--- src/rtl/array_ctrl_pkg.sv ---
// array_ctrl_pkg: shared FSM state type and width helper for the array sequencer
package array_ctrl_pkg;
   typedef enum logic [2:0] {IDLE, WCLR, WLOAD, COMPUTE, DRAIN, OUT, DONE} state_t;
   function automatic int cw(input int n);
      return (n > 1) ? $clog2(n) : 1;
   endfunction
endpackage

--- src/rtl/array_ctrl_if.sv ---
// array_ctrl_if: control/status bundle between the tile sequencer and its array/host
interface array_ctrl_if
   import array_ctrl_pkg::*;
#(parameter int HEIGHT = 4, parameter int WIDTH = 4, parameter int KMAX = 255) ();
   localparam int KW = $clog2(KMAX + 1);
   localparam int RW = cw(HEIGHT);
   logic start, abort, busy, done, wght_rd, ofm_vld;
   logic [KW-1:0] k_len;
   logic [HEIGHT-1:0] ifm_rd, en_i, clr_i, mac_done;
   logic [WIDTH-1:0] en_w, clr_w, en_o, clr_o;
   logic [RW-1:0] ofm_row;
   modport master (output start, k_len, abort,
                   input busy, done, wght_rd, ifm_rd, en_i, clr_i, mac_done,
                   en_w, clr_w, en_o, clr_o, ofm_vld, ofm_row);
   modport slave (input start, k_len, abort,
                  output busy, done, wght_rd, ifm_rd, en_i, clr_i, mac_done,
                  en_w, clr_w, en_o, clr_o, ofm_vld, ofm_row);
endinterface

--- src/rtl/skew_pipe.sv ---
// skew_pipe: shift register with synchronous flush; stage i is the input delayed i+1 cycles
module skew_pipe #(parameter int DEPTH = 3, parameter int W = 3)
(
   input  logic                      clk,
   input  logic                      rst,
   input  logic                      i_flush,
   input  logic [W-1:0]              i_d,
   output logic [DEPTH-1:0][W-1:0]   o_q
);
   logic [DEPTH-1:0][W-1:0] r_q;
   always_ff @(posedge clk) begin
      if (rst || i_flush) r_q <= '0;
      else begin
         r_q[0] <= i_d;
         for (int i = 1; i < DEPTH; i++) r_q[i] <= r_q[i-1];
      end
   end
   assign o_q = r_q;
endmodule

--- src/rtl/array_ctrl.sv ---
// array_ctrl: tile sequencer for the HEIGHTxWIDTH rate-coded systolic array
module array_ctrl
   import array_ctrl_pkg::*;
#(parameter int HEIGHT = 4, parameter int WIDTH = 4, parameter int MAC_CYC = 16, parameter int KMAX = 255)
(
   input logic        clk,
   input logic        rst,
   array_ctrl_if.slave bus
);
   localparam int KW = $clog2(KMAX + 1);
   localparam int SW = cw(MAC_CYC);
   localparam int CW = cw(HEIGHT + WIDTH);
   localparam int RW = cw(HEIGHT);
   localparam logic [SW-1:0] S_LAST = SW'(MAC_CYC - 1);
   localparam logic [SW-1:0] S_PRE = SW'(MAC_CYC - 2);
   localparam logic [CW-1:0] C_ROWS = CW'(HEIGHT - 1);
   localparam logic [CW-1:0] C_DRAIN = CW'(HEIGHT + WIDTH - 2);
   state_t r_state;
   logic [KW-1:0] r_k, r_vec;
   logic [SW-1:0] r_slot;
   logic [CW-1:0] r_cnt;
   logic [RW-1:0] r_row;
   logic r_busy, r_done, r_wclr, r_wld, r_out, r_en0, r_clr0, r_md0;
   logic [HEIGHT-2:0][2:0] w_skew;
   logic [HEIGHT-1:0][2:0] w_rows;
   logic [HEIGHT-1:0] w_en, w_clr, w_md;
   // Row-0 strobes are computed for the state being entered, so every output is a flop.
   always_ff @(posedge clk) begin
      if (rst || bus.abort) begin
         r_state <= IDLE;
         r_k <= '0;
         r_vec <= '0;
         r_slot <= '0;
         r_cnt <= '0;
         r_row <= '0;
         {r_busy, r_done, r_wclr, r_wld, r_out, r_en0, r_clr0, r_md0} <= '0;
      end else begin
         {r_done, r_wclr, r_wld, r_out, r_en0, r_clr0, r_md0} <= '0;
         r_row <= '0;
         case (r_state)
            IDLE: if (bus.start) begin
               r_k <= bus.k_len;
               r_busy <= 1'b1;
               r_wclr <= bus.k_len != '0;
               r_done <= bus.k_len == '0;
               r_state <= (bus.k_len == '0) ? DONE : WCLR;
            end
            WCLR: begin
               r_state <= WLOAD;
               r_cnt <= '0;
               r_wld <= 1'b1;
            end
            WLOAD: if (r_cnt == C_ROWS) begin
               r_state <= COMPUTE;
               r_slot <= '0;
               r_vec <= '0;
               r_en0 <= 1'b1;
               r_clr0 <= 1'b1;
            end else begin
               r_cnt <= r_cnt + 1'b1;
               r_wld <= 1'b1;
            end
            COMPUTE: if (r_slot != S_LAST) begin
               r_slot <= r_slot + 1'b1;
               r_en0 <= 1'b1;
               r_md0 <= r_slot == S_PRE;
            end else if (r_vec != r_k - 1'b1) begin
               r_vec <= r_vec + 1'b1;
               r_slot <= '0;
               r_en0 <= 1'b1;
               r_clr0 <= 1'b1;
            end else begin
               r_state <= DRAIN;
               r_cnt <= '0;
            end
            DRAIN: if (r_cnt == C_DRAIN) begin
               r_state <= OUT;
               r_cnt <= '0;
               r_out <= 1'b1;
            end else r_cnt <= r_cnt + 1'b1;
            OUT: if (r_cnt == C_ROWS) begin
               r_state <= DONE;
               r_done <= 1'b1;
            end else begin
               r_cnt <= r_cnt + 1'b1;
               r_row <= r_row + 1'b1;
               r_out <= 1'b1;
            end
            DONE: begin
               r_state <= IDLE;
               r_busy <= 1'b0;
            end
            default: r_state <= IDLE;
         endcase
      end
   end
   skew_pipe #(.DEPTH(HEIGHT - 1), .W(3)) u_skew (
      .clk(clk), .rst(rst), .i_flush(bus.abort),
      .i_d({r_md0, r_clr0, r_en0}), .o_q(w_skew)
   );
   assign w_rows = {w_skew, r_md0, r_clr0, r_en0};
   for (genvar h = 0; h < HEIGHT; h++) begin : g_row
      assign w_en[h] = w_rows[h][0];
      assign w_clr[h] = w_rows[h][1];
      assign w_md[h] = w_rows[h][2];
   end
   assign bus.en_i = w_en;
   assign bus.clr_i = w_clr;
   assign bus.ifm_rd = w_clr;
   assign bus.mac_done = w_md;
   assign bus.busy = r_busy;
   assign bus.done = r_done;
   assign bus.wght_rd = r_wld;
   assign bus.en_w = {WIDTH{r_wld}};
   assign bus.clr_w = {WIDTH{r_wclr}};
   assign bus.clr_o = {WIDTH{r_wclr}};
   assign bus.en_o = {WIDTH{r_out}};
   assign bus.ofm_vld = r_out;
   assign bus.ofm_row = r_row;
endmodule
--- src/flat_wrapper.sv ---
// flat-port wrapper written by rule: the top's interface ports become plain ports
module array_ctrl_flat import array_ctrl_pkg::*;
#(parameter int HEIGHT = 4, parameter int WIDTH = 4, parameter int MAC_CYC = 16, parameter int KMAX = 255)
  (clk, rst, bus_start, bus_k_len, bus_abort, bus_busy, bus_done, bus_wght_rd, bus_ifm_rd, bus_en_i, bus_clr_i, bus_mac_done, bus_en_w, bus_clr_w, bus_en_o, bus_clr_o, bus_ofm_vld, bus_ofm_row);
  array_ctrl_if #(.HEIGHT(HEIGHT), .WIDTH(WIDTH), .KMAX(KMAX)) bus_i ();
  input logic clk;
  input logic rst;
  input wire logic [$bits(bus_i.start)-1:0] bus_start;
  input wire logic [$bits(bus_i.k_len)-1:0] bus_k_len;
  input wire logic [$bits(bus_i.abort)-1:0] bus_abort;
  output wire logic [$bits(bus_i.busy)-1:0] bus_busy;
  output wire logic [$bits(bus_i.done)-1:0] bus_done;
  output wire logic [$bits(bus_i.wght_rd)-1:0] bus_wght_rd;
  output wire logic [$bits(bus_i.ifm_rd)-1:0] bus_ifm_rd;
  output wire logic [$bits(bus_i.en_i)-1:0] bus_en_i;
  output wire logic [$bits(bus_i.clr_i)-1:0] bus_clr_i;
  output wire logic [$bits(bus_i.mac_done)-1:0] bus_mac_done;
  output wire logic [$bits(bus_i.en_w)-1:0] bus_en_w;
  output wire logic [$bits(bus_i.clr_w)-1:0] bus_clr_w;
  output wire logic [$bits(bus_i.en_o)-1:0] bus_en_o;
  output wire logic [$bits(bus_i.clr_o)-1:0] bus_clr_o;
  output wire logic [$bits(bus_i.ofm_vld)-1:0] bus_ofm_vld;
  output wire logic [$bits(bus_i.ofm_row)-1:0] bus_ofm_row;
  assign bus_i.start = bus_start;
  assign bus_i.k_len = bus_k_len;
  assign bus_i.abort = bus_abort;
  assign bus_busy = bus_i.busy;
  assign bus_done = bus_i.done;
  assign bus_wght_rd = bus_i.wght_rd;
  assign bus_ifm_rd = bus_i.ifm_rd;
  assign bus_en_i = bus_i.en_i;
  assign bus_clr_i = bus_i.clr_i;
  assign bus_mac_done = bus_i.mac_done;
  assign bus_en_w = bus_i.en_w;
  assign bus_clr_w = bus_i.clr_w;
  assign bus_en_o = bus_i.en_o;
  assign bus_clr_o = bus_i.clr_o;
  assign bus_ofm_vld = bus_i.ofm_vld;
  assign bus_ofm_row = bus_i.ofm_row;
  array_ctrl #(.HEIGHT(HEIGHT), .WIDTH(WIDTH), .MAC_CYC(MAC_CYC), .KMAX(KMAX)) u_core (.clk(clk), .rst(rst), .bus(bus_i));
endmodule
--- config.mk ---
export PLATFORM = sky130hd
export DESIGN_NAME = array_ctrl_flat
export DESIGN_NICKNAME = d
export VERILOG_FILES = /design/src/rtl/array_ctrl_pkg.sv /design/src/rtl/array_ctrl_if.sv /design/src/rtl/skew_pipe.sv /design/src/rtl/array_ctrl.sv /design/src/flat_wrapper.sv
export SDC_FILE = /design/constraint.sdc
export NUM_CORES = 1
export LEC_CHECK = 0
export CELL_PAD_IN_SITES_DETAIL_PLACEMENT = 1
export CELL_PAD_IN_SITES_GLOBAL_PLACEMENT = 1
export CORE_MARGIN = 1.5
export CORE_UTILIZATION = 40
export DETAILED_ROUTE_END_ITERATION = 6
export PLACE_DENSITY_LB_ADDON = 0.1
export SLEW_MARGIN = 20
export SYNTH_ARGS = -nofsm -noshare
export SYNTH_HDL_FRONTEND = slang
export SYNTH_SLANG_ARGS = --single-unit
--- constraint.sdc ---
create_clock -name clk -period 4.85 [get_ports clk]
set_clock_uncertainty 0.2 [all_clocks]
set_input_delay 0.485 -clock clk [delete_from_list [all_inputs] [get_ports clk]]
set_output_delay 0.485 -clock clk [all_outputs]
set_load 0.05 [all_outputs]
Word-level counts from Yosys, hierarchy flattened
Cells that the tools add are included.
- add/subtract/negate cells: 5
- reductions and logical operators: 17
- bitwise operators: 5
- mux-type cells: 35
- equality and inequality tests: 20
- operators with widths (kind ; count):
    2-to-1 mux 3 bit ; 11
    2-to-1 mux 8 bit ; 3
    one-hot mux 3 bit (6 select lines) ; 1
    one-hot mux 8 bit (2 select lines) ; 1
    equality test 3 bit (second input constant) ; 4
    2-to-1 mux 4 bit ; 3
    one-hot mux 1 bit (2 select lines) ; 6
    one-hot mux 3 bit (4 select lines) ; 1
    equality test 3 x 2 -> 1 bit (second input constant) ; 3
    OR reduction 3 bit ; 3
    adder 8 x 1 -> 8 bit (second input constant) ; 1
    zero test 8 bit ; 1
    2-to-1 mux 1 bit ; 8
    != test 2 x 1 -> 1 bit (second input constant) ; 4
    != test 2 bit (second input constant) ; 4
    != test 8 bit ; 1
    one-hot mux 4 bit (2 select lines) ; 1
    AND reduction 4 bit ; 2
    nonzero test 8 bit ; 1
    subtractor 8 x 1 -> 8 bit (second input constant) ; 1
    AND reduction 6 bit ; 1
    NOT 1 bit ; 5
    adder 4 x 1 -> 4 bit (second input constant) ; 1
    equality test 4 bit (second input constant) ; 1
    12 further kinds ; 14
- register bits: 45
- output and inout bits: 38
- word-level logic and storage cells: 99
- bits of input ports: 12

Logic depth before layout (Yosys ltp)
- depth in word-level cells: 5
- depth in mapped cells: 11

Modules after synthesis
From an unflattened synthesis, not the netlist that was laid out.
- cell total of the unflattened synthesis: 287
- area total of the unflattened synthesis: 2424.8 um^2
- by module, submodules not included (module ; cells an instance ; area an instance (um^2) ; instances):
    array_ctrl ; 267 ; 2109.5 ; 1
    skew_pipe ; 20 ; 315.3 ; 1

Worst setup path after synthesis
Ideal clock, no wire load.
- kind: register to register
- start: reg u_core.r_k[0]
- end: reg u_core.r_cnt[0]
- cell stages (with the launch flop): 12
- setup slack: 2348 ps
- period minus slack after synthesis: 2502 ps
- data arrival time: 2232 ps
- buffers on the path: 2
- path through: dfxtp_1 > buf_2 > inv_1 > ha_1 > and2_1 > o21a_1 > o31ai_1 > nand4_1 > o21a_1 > buf_2 > or3_1 > a21oi_1
- word-level cells in the longest chain between the ends: 4
- ends and longest elaborated chain (element ; line ; RTL):
    start, declared ; array_ctrl.sv:19 ; logic [KW-1:0] r_k, r_vec;
    start signal, assigned ; array_ctrl.sv:42 ; r_k <= bus.k_len;
    subtractor 8 x 1 -> 8 bit ; array_ctrl.sv:67 ; end else if (r_vec != r_k - 1'b1) begin
    != test 8 bit ; array_ctrl.sv:67 ;
    != test 2 bit (no source line) ; - ;
    AND reduction 4 bit (no source line) ; - ;
    end signal, assigned ; array_ctrl.sv:60 ; r_cnt <= r_cnt + 1'b1;
    end signal, assigned ; array_ctrl.sv:80 ; end else r_cnt <= r_cnt + 1'b1;
    end signal, assigned ; array_ctrl.sv:85 ; r_cnt <= r_cnt + 1'b1;
    end, declared ; array_ctrl.sv:21 ; logic [CW-1:0] r_cnt;
No other way between the ends.
A chain may end at the register's enable or synchronous reset.

Worst setup path after layout
- start: reg u_core.r_k[0]
- end: reg u_core.r_vec[3]
- word-level cells in the longest chain between the ends: 4
- ends and longest elaborated chain (element ; line ; RTL):
    subtractor 8 x 1 -> 8 bit ; array_ctrl.sv:67 ;
    != test 8 bit ; array_ctrl.sv:67 ;
    != test 2 x 1 -> 1 bit (no source line) ; - ;
    AND reduction 4 bit (no source line) ; - ;
    end signal, assigned ; array_ctrl.sv:68 ; r_vec <= r_vec + 1'b1;
    end, declared ; array_ctrl.sv:19 ;
No other way between the ends.

==> results list <==
- Cells with a size suffix above 1 make up 6.43% of the layout.
- Setup repair after global routing missed its margin: false
- Initial DRT Pass Iterations: 4
- Setup Viol. Count Final: 0
* Via count of the first global-routing pass: 1,894
* Number of antenna repair diodes: 0
* Final instance count without filler cells: 383
- In this run the remaining antenna-violating nets after routing total 0.
- Of all nets on the critical path, the largest fanout is 14.
- In this design, the stage delay of the slowest critical-path cell is 0.67 ns.
* Final #Nets: 329
- The number of buffers and inverters on the critical path is 1.
- Walking the worst path, the cells encountered are inv_1, ha_1, and2_1, o21a_1, o31ai_1, nand3_1, o31ai_2, o21ai_0, a21oi_1.
* Post-detail-place hpwl: 3950 um
* Setup total negative slack: 0 ns
- Path type of the worst min-delay path: reg2reg
- Number of distinct library cells after synthesis: 49
- Standard cell core area: 5610 um2
* F_max: 0.337 GHz
- Filler cells: 709
- Element type at the critical path start: register
- For met3 alone, demand over resource in global routing was 4.66%.
- Cell type with the largest total area after synthesis: sky130_fd_sc_hd__dfxtp_1
- In this run the count of I/O pins placed on the die edge is 50.
- Summing every instance area after synthesis gives 2380 um2.
- Maximum number of pins on one net before global-route repair: 24
- Data arrival time of the worst path: 3.01 ns
- Fraction of met1 tracks used by global routing: 24.6%
* Clk Latency, worst-skew pair: 0.31 ns
- Die ar.: 6420 um2
* Worst Path Class, Setup: reg2reg
- From synthesis to final layout, the design area changed by 19.7%.
- Cts bufs inserted: 5
- Ratio of routed vias to standard cells: 5.39
* Syn nets: 307
- At the pin with the least slew margin, the transition time is 0.857 ns.
- Count of endpoints failing hold in the final timing report: 0
* Cell class contributing the biggest share of worst-path delay: compound AO/OA/AOI/OAI gates
- Once placement completed, the tool counted placed cells totaling 375.
- Most frequent standard cell in the layout excluding fill and tap cells: sky130_fd_sc_hd__clkdlybuf4s50_1
* Sum of overflow across all layers after global routing: 0
* Initial antenna violation count: 0
- Port Buffer Count: 49
* Clock root buffer: sky130_fd_sc_hd__clkbuf_8
* Wire length of the first global-routing pass: 9120 um
- Total number of placement rows: 27
- Post-Route Hold Slack: 0.262 ns
- All-Layer GR Usage: 18.2%
* Register bit total from synthesis: 45
- Number of buffers added to fix hold violations after cts: 0
- For this run, global-route usage on met2 was measured as 27.6%.
- Setup ws final: 1.88 ns
- Average size of a mapped cell: 8.27 um2
- Post-CTS timing repair inserted 0 buffers for setup.
- Buffer depth of the longest clock path: 2
- Placer's final routability congestion estimate: 0.792
- Summing the sequential cell areas from Yosys gives 37.8% of the chip area.
- Measured along the x axis, the die boundary spans 80.2 um.
- Data required time of the worst path: 4.89 ns
* Run status: finished clean
* Max-cap violations: 0
- Minimum period implied by the final worst setup slack: 2.97 ns
- In the layout the commonest cells are 49 x sky130_fd_sc_hd__clkdlybuf4s50_1, 45 x sky130_fd_sc_hd__dfxtp_1, 30 x sky130_fd_sc_hd__a21oi_1, 27 x sky130_fd_sc_hd__nand2_1, 20 x sky130_fd_sc_hd__nor2_1.
- Rel. slew slack: 42.8%
- Most congested layer reported by global routing: met2
- Yosys warning count: 0
- TritonCTS built the clock tree.
- Prior to clock tree synthesis, the placed netlist has a worst setup slack of 1.89 ns.
- Once the floorplan was initialized, standard cells occupied 42.5% of the core.
- Number of gates given a new drive strength after cts: 0
- The routed layout has 2,063 vias.
- For this design the static power due to leakage is 0.974 nW.
- Clock-pin slew was measured on the worst setup and hold paths at 0.09 ns.
* Number of remaining DRC errors: 0
- Final Util: 50.8%
- Counting every sink on the clock net gives 45.
- Yosys top cell area share: 37.8%
* Die height: 80.2 um
* Total count of max-transition violations in the final report: 0
* Wire length per cell after detailed routing: 14.1 um
* Critical Path Slowest Stage Cell: sky130_fd_sc_hd__o31ai_2
- Type of element capturing the critical path: register
- In the finished design, the share of the clock period the worst path needs comes to 61.2%.
* Synthesized netlist cell count: 288
- In this run, the number of DRC markers left after iteration 0 of detailed routing was 74.
- Power per unit of standard cell area: 264 nW/um2
- Total wire length: 5400 um
- Sorting the synthesized cells by area gives the leading types as sky130_fd_sc_hd__dfxtp_1 38%, sky130_fd_sc_hd__buf_4 7.6%, sky130_fd_sc_hd__a21oi_1 6.3%.
- CTS built an H-tree with a depth of 2.
- VDD sags by at most 149 uV.
[routing by layer]
layer / vias to the layer above / wire length, um
li1: 1036 / -
met1: 966 / 2660
met2: 53 / 2440
met3: 8 / 208
met4: 0 / 90
met5: - / 0
[worst paths after layout]
path,from,to,slack [ns],cells after the start
worst max register to register,u_core.r_k[0],u_core.r_vec[3],1.88,9
worst min-delay path,u_core.r_en0,u_core.u_skew.o_q[0],0.26,1
worst max-delay path,u_core.r_k[0],u_core.r_vec[3],1.88,9
worst min register to register,u_core.r_en0,u_core.u_skew.o_q[0],0.26,1
[cell type report]
class                      count  area, um2  area share [%]
sequential                    45        901            31.6
timing repair buffer          50        498            17.5
inverter                       9       33.8            1.19
tap                           72       90.1            3.16
clock inverter                 3       46.3            1.62
clock buffer                   5       68.8            2.41
multi-input combinational    199       1210            42.5
[sequential cells by signal, summed over array words and instances (netlist names), 2 cells and up]
register,count
u_core.r_slot,4
u_core.r_cnt,3
u_core.u_skew.o_q,9
u_core.bus.ofm_row,2
u_core.r_k,8
u_core.r_vec,8
u_core.r_state,3
[cell usage after synthesis, drive strengths merged]
master / count
dfxtp: 45
a21oi: 30
buf: 29
nand2: 27
nor2: 20
o21ai: 16
and2: 12
nand3: 10
inv: 9
nor3: 8
ha: 7
or3: 7
xnor2: 7
clkbuf: 6
nand4: 6
nor4: 4
o31ai: 4
a211oi: 3
and3: 3
nor2b: 3
or4: 3
xor2: 3
and2b: 2
nand2b: 2
o21a: 2
o21bai: 2
o22ai: 2
or2: 2
or4b: 2
a2111oi: 1
a21bo: 1
a21o: 1
a222oi: 1
a31oi: 1
a32oi: 1
and4: 1
mux2i: 1
nand3b: 1
nand4b: 1
o2111a: 1
o221ai: 1
[report_power, final]
part / internal (mW) / leakage [nW] / switching, mW / total (mW)
Sequential: 0.373 / 0.363 / 0.00749 / 0.381
Combinational: 0.0315 / 0.556 / 0.0477 / 0.0792
Clock: 0.154 / 0.0543 / 0.139 / 0.294
Total: 0.559 / 0.974 / 0.194 / 0.753
[cell families after synthesis]
group | count (synthesis) | synth area share, %
xor gates and xnor gates | 10 | 3.68
AOI/OAI and AO/OA | 67 | 17.1
adders and majority gates | 7 | 3.68
muxes | 1 | 0.420
buffers and inverters | 44 | 11.2
and+or+nand+nor | 114 | 26.1
DFF | 45 | 37.8
[metrics by stage]
step | total power, mW | cell area [um2]
CTS | 0.759 | 2850
global placement | 0.469 | 2740
finish | 0.753 | 2850
detailed placement | 0.469 | 2740
global route | 0.783 | 2850
floorplan | 0.447 | 2380
(Power assumes the default switching activity.)
